--- src/rtl/uart_recv_control.sv ---
// uart_recv_control: 8N1 UART receiver feeding a HEAD/CMD/P0..P3/CHK frame parser.
// Define UART_RX_PARITY_EN to add an even-parity bit between the data and stop bits.
module uart_recv_control #(
    parameter int         CLK_FREQ     = 200000000,
    parameter int         UART_BPS     = 115200,
    parameter logic [7:0] FRAME_HEAD   = 8'hA5,
    parameter int         TIMEOUT_BITS = 20
) (
    input  logic        in_clk,
    input  logic        in_rst,
    input  logic        in_uart_rxd,
    output logic [7:0]  out_byte_data,
    output logic        out_byte_valid,
    output logic [7:0]  out_cmd,
    output logic [31:0] out_payload,
    output logic        out_frame_valid,
    output logic        out_frame_err,
    output logic        out_uart_recv_busy
);
    localparam int BPS_CNT = CLK_FREQ / UART_BPS;
    localparam int CW = $clog2(BPS_CNT + 1);
    localparam int TW = $clog2(TIMEOUT_BITS * BPS_CNT + 1);
    localparam logic [CW-1:0] MID = CW'(BPS_CNT / 2);
    localparam logic [CW-1:0] LAST = CW'(BPS_CNT - 1);
    localparam logic [TW-1:0] TMO_LAST = TW'(TIMEOUT_BITS * BPS_CNT - 1);

`ifdef UART_RX_PARITY_EN
    typedef enum logic [2:0] {R_IDLE, R_START, R_DATA, R_PARITY, R_STOP} rx_t;
`else
    typedef enum logic [1:0] {R_IDLE, R_START, R_DATA, R_STOP} rx_t;
`endif
    typedef enum logic [1:0] {P_HEAD, P_CMD, P_PAY, P_CHK} ps_t;

    rx_t            r_state, r_next;
    ps_t            p_state, p_next;
    logic           rxd_s1, rxd_s2, rxd_s3;
    logic [CW-1:0]  bit_cnt;
    logic [2:0]     data_idx;
    logic [7:0]     shreg;
    logic           par_ok, stop_at, byte_ok, rx_ferr;
    logic [1:0]     pay_idx;
    logic [7:0]     sum, cmd_r;
    logic [31:0]    pay_r;
    logic [TW-1:0]  tmo;
    logic           frame_ok, frame_bad;

    wire mid  = bit_cnt == MID;
    wire last = bit_cnt == LAST;
    wire fall = rxd_s3 & ~rxd_s2;

`ifdef UART_RX_PARITY_EN
    logic par_err;
    assign par_ok = !par_err;
`else
    assign par_ok = 1'b1;
`endif
    assign stop_at = r_state == R_STOP && mid;
    assign byte_ok = stop_at && rxd_s2 && par_ok;
    assign out_uart_recv_busy = p_state != P_HEAD;

    always_ff @(posedge in_clk or negedge in_rst) begin
        if (!in_rst) begin
            r_state <= R_IDLE;
            p_state <= P_HEAD;
        end else begin
            r_state <= r_next;
            p_state <= p_next;
        end
    end

    always_comb begin
        r_next = r_state;
        case (r_state)
            R_IDLE:   r_next = fall ? R_START : R_IDLE;
            R_START:  r_next = (mid && rxd_s2) ? R_IDLE : last ? R_DATA : R_START;
`ifdef UART_RX_PARITY_EN
            R_DATA:   r_next = (last && data_idx == 3'd7) ? R_PARITY : R_DATA;
            R_PARITY: r_next = last ? R_STOP : R_PARITY;
`else
            R_DATA:   r_next = (last && data_idx == 3'd7) ? R_STOP : R_DATA;
`endif
            R_STOP:   r_next = mid ? R_IDLE : R_STOP;
            default:  r_next = R_IDLE;
        endcase
    end

    // Framing and timeout errors only abort a frame already in progress.
    always_comb begin
        p_next = p_state;
        frame_ok = 1'b0;
        frame_bad = 1'b0;
        if (p_state != P_HEAD && (rx_ferr || tmo == TMO_LAST)) begin
            p_next = P_HEAD;
            frame_bad = 1'b1;
        end else if (out_byte_valid) begin
            case (p_state)
                P_HEAD: p_next = (out_byte_data == FRAME_HEAD) ? P_CMD : P_HEAD;
                P_CMD:  p_next = P_PAY;
                P_PAY:  p_next = (pay_idx == 2'd3) ? P_CHK : P_PAY;
                default: begin
                    p_next = P_HEAD;
                    frame_ok = out_byte_data == sum;
                    frame_bad = out_byte_data != sum;
                end
            endcase
        end
    end

    always_ff @(posedge in_clk or negedge in_rst) begin
        if (!in_rst) begin
            rxd_s1 <= 1'b1;
            rxd_s2 <= 1'b1;
            rxd_s3 <= 1'b1;
            bit_cnt <= '0;
            data_idx <= '0;
            shreg <= '0;
`ifdef UART_RX_PARITY_EN
            par_err <= 1'b0;
`endif
            out_byte_data <= '0;
            out_byte_valid <= 1'b0;
            rx_ferr <= 1'b0;
            tmo <= '0;
            pay_idx <= '0;
            sum <= '0;
            cmd_r <= '0;
            pay_r <= '0;
            out_cmd <= '0;
            out_payload <= '0;
            out_frame_valid <= 1'b0;
            out_frame_err <= 1'b0;
        end else begin
            rxd_s1 <= in_uart_rxd;
            rxd_s2 <= rxd_s1;
            rxd_s3 <= rxd_s2;
            bit_cnt <= (r_state == R_IDLE || last) ? '0 : bit_cnt + 1'b1;
            if (r_state == R_DATA && mid) shreg <= {rxd_s2, shreg[7:1]};
            if (r_state == R_DATA && last) data_idx <= data_idx + 1'b1;
`ifdef UART_RX_PARITY_EN
            if (r_state == R_PARITY && mid) par_err <= ^{shreg, rxd_s2};
`endif
            out_byte_valid <= byte_ok;
            if (byte_ok) out_byte_data <= shreg;
            rx_ferr <= stop_at && !byte_ok;
            tmo <= (p_state == P_HEAD || out_byte_valid) ? '0 : tmo + 1'b1;
            if (out_byte_valid && p_state == P_CMD) begin
                cmd_r <= out_byte_data;
                sum <= out_byte_data;
                pay_idx <= '0;
            end
            if (out_byte_valid && p_state == P_PAY) begin
                pay_r <= {pay_r[23:0], out_byte_data};
                sum <= sum + out_byte_data;
                pay_idx <= pay_idx + 1'b1;
            end
            out_frame_valid <= frame_ok;
            out_frame_err <= frame_bad;
            if (frame_ok) begin
                out_cmd <= cmd_r;
                out_payload <= pay_r;
            end
        end
    end
endmodule

--- config.mk ---
export PLATFORM = sky130hd
export DESIGN_NAME = uart_recv_control
export DESIGN_NICKNAME = d
export VERILOG_FILES = /design/src/rtl/uart_recv_control.sv
export SDC_FILE = /design/constraint.sdc
export NUM_CORES = 1
export LEC_CHECK = 0
export CORE_ASPECT_RATIO = 0.9
export CORE_UTILIZATION = 52
export DETAILED_ROUTE_END_ITERATION = 8
export PLACE_DENSITY = 0.76
export SETUP_SLACK_MARGIN = 0.15
export SLEW_MARGIN = 20
export SYNTH_ARGS = -nofsm -noshare
export SYNTH_HDL_FRONTEND = slang
export SYNTH_SLANG_ARGS = --single-unit
--- constraint.sdc ---
create_clock -name in_clk -period 2.2 [get_ports in_clk]
set_clock_uncertainty 0.1 [all_clocks]
set_input_delay 0.22 -clock in_clk [delete_from_list [all_inputs] [get_ports in_clk]]
set_output_delay 0.22 -clock in_clk [all_outputs]
set_load 0.03 [all_outputs]
==> results.ini <==
[worst_setup_path]
max_stage_delay_ps = 410
crit_path_max_fanout = 22
crit_chain = ha_4, nor4_4, nand3_1, or3_4, buf_12, mux2_4
cp_data_arrival_time_ps = 2420
crit_path_start_kind = flop
critPathKind = flop to flop
cp-end-kind = flop
critPathRequiredTime_ps = 2400
slowest_stage = dfrtp_1

[final_layout]
final_area_um2 = 8320
seq_area_um2 = 3690
multi_input_area_um2 = 2770
syn_to_final_growth_pct = 27.4
diodes = 0
nNetsFinal = 692
fillCellCount = 839
final_common_cell = dfrtp_1
drive_gt1_share_pct = 25.0
instances_no_fill = 843
layout_common_cells = dfrtp_1, nand2_1, clkdlybuf4s50_1

[sta]
finalSetupViolations = 21
tightest_slew_ps = 502
rsz0062_at_grt = true
final-max-slew-violation-count = 0
layout_setup_ws_ps = -12.0
period_needed_ps = 2210
fmaxAchievable_mhz = 452
fin_crit_sh_pct = 101
slew_headroom_pct = 66.6
timing.final.hold_violations = 0

[pwr]
power_density_nw_per_um2 = 702
peakVddDrop_mv = 0.701
leakage_uw = 0.00413

[global_routing]
grt_pass1_wl_mm = 23.0
grt_usage_pct = 23.2
antenna_found_initial = 0
grt_max_degree = 54
grt_overflow = 0
grt_pass1_vias = 4575

[clock_network]
clock-sinks = 147
cts_made_buffers = 17
root_buffer = clkbuf_16
htree_levels = 4
clock_path_buffers = 2
clk_pin_slew_ps = 60
cts_tree = done
clock_latency_ps = 420

[drt]
finalWirelength_mm = 13.9
wire_per_inst_um = 16.5
antenna_left = 0
drt-initial-drc-count = 319
drc = 0
firstDrtPassIters = 4
vias_per_cell = 5.39
vias = 4541

[outcome]
status = complete, but fails checks
violations = negative setup slack

[place]
placed_area_um2 = 7620
io_buffers = 54
gp_congestion = 0.864
dp_cells = 806
hpwl_mm = 9.47

[synthesis]
ys_seq_elements = 147
async_reset_ff_share_pct = 100
seq_area_frac_synth_pct = 56.4
syn_inst = 569
synth-main-ff-cell = dfrtp_1
ys_warn_count = 0
synth_edf_count = 0
synth_area_um2 = 6530
syn_area_per_cell_um2 = 11.5
synth.distinct_cells = 48
syn-num-nets = 591

[floorplan]
io-pin-count = 55
core_area_um2 = 12100
start_util_pct = 53.9
die-area_um2 = 13000
die_x_um = 120
die_y_um = 108
fp-row-count = 38

[min_path]
worst_hold_path_type = primary input to flop

[run]
maxCapViolCount = 0

[routing by layer]
metal  track usage [%]  part of all wire, %  up-vias
met4              9.11                  1.9        0
li1                  -                    -     2133
met3              5.33                  4.6       26
met2              38.0                   49      103
met1              30.0                   45     2279
met5                 0                    0        -
[registers in the layout, summed over array words and instances, names as in the netlist, 3 cells and up]
signal	count
out_payload	32
pay_r	32
tmo	16
bit_cnt	11
cmd_r	8
out_byte_data	8
out_cmd	8
shreg	8
sum	8
data_idx	3
[where the power goes]
part | switching, uW | internal [uW]
registers | 56.3 | 2760
clock network | 1110 | 1730
logic | 116 | 72.0
[repair_timing]
item | in CTS | in global routing
hold endpoints to repair | 50 | 0
pin swaps | 7 | 1
resized for setup | 8 | 15
setup buffers | 3 | 1
hold buffers | 1 | 0
setup endpoints to repair | 44 | 53
[worst paths after layout]
path	from	cells after the start	endpoint	slack [ps]
worst max-delay path	sum[0]	6	out_payload[15]	-10
worst min-delay path	in_uart_rxd	1	rxd_s1	110
worst max register to register	sum[0]	6	out_payload[15]	-10
worst min register to register	rxd_s1	0	rxd_s2	250
max in group asynchronous	in_rst	3	pay_r[20]	1110
min in group asynchronous	in_rst	2	out_payload[7]	210
[kinds of logic (layout without fill, tap and decap cells)]
logic type / count (synthesis) / in the layout / synth area share [%]
AND/OR/NAND/NOR: 212 / 212 / 14.3
flip-flops: 147 / 147 / 56.4
AO/OA/AOI/OAI: 64 / 64 / 5.92
multiplexers: 60 / 60 / 12.5
buffers and inverters: 41 / 155 / 3.62
XOR/XNOR: 26 / 26 / 3.49
adder cells (fa/ha/maj): 19 / 19 / 3.75
[final cells by class]
class | instances | share of cell area [%]
Clock buffer | 21 | 5.53
Timing Repair Buffer | 104 | 12.1
Clock inverter | 11 | 1.53
Tap cell | 160 | 2.41
Inverter | 19 | 0.857
Multi-Input combinational cell | 381 | 33.3
Sequential cell | 147 | 44.4
[Yosys cell counts (all sizes together), types with 2 or more instances]
| library cell | n | area (um^2) |
|---|---|---|
| mux2i | 4 | 40.0 |
| clkbuf | 17 | 73.8 |
| a21boi | 2 | 15.0 |
| dfstp | 3 | 78.8 |
| nand4 | 6 | 37.5 |
| o21ai | 25 | 125 |
| mux2 | 56 | 777 |
| buf | 5 | 91.3 |
| a21o | 5 | 37.5 |
| and4 | 2 | 17.5 |
| o22ai | 4 | 25.0 |
| xor2 | 12 | 105 |
| or3 | 3 | 18.8 |
| and3 | 5 | 36.3 |
| nor3 | 4 | 20.0 |
| nand2 | 117 | 439 |
| nor4 | 2 | 12.5 |
| nor2 | 40 | 150 |
| inv | 19 | 71.3 |
| nor2b | 2 | 12.5 |
| o21a | 2 | 15.0 |
| a31oi | 5 | 31.3 |
| dfrtp | 144 | 3600 |
| xnor2 | 14 | 123 |
| ha | 18 | 225 |
| a211oi | 3 | 22.5 |
| nor3b | 2 | 15.0 |
| a21oi | 12 | 60.1 |
| nand3 | 21 | 105 |
[metrics by stage]
step           TNS (ps)  setup slack [ps]  hold slack (ps)  utilization, %  power (uW)
2_1_floorplan      -143             -4.16             -176               -        2950
3_3_place_gp      -3400             -92.4             93.5            62.9        3040
3_5_place_dp      -4470              -126              102            62.9        3050
4_1_cts               0              6.44              102            68.2        5890
5_1_grt           -1640             -56.1              104            68.6        6040
6_report          -91.6             -12.0              110            68.6        5840
[worst max-delay path: cells and delay by family, from the launching register on]
| family | cells | cell delay, ps |
|---|---|---|
| adder cells (fa/ha/maj) | 1 | 260 |
| buffers and inverters | 1 | 190 |
| flip-flops | 1 | 410 |
| multiplexers | 1 | 300 |
| AND/OR/NAND/NOR | 3 | 820 |
No activity file was read; power rests on OpenSTA's default activity.
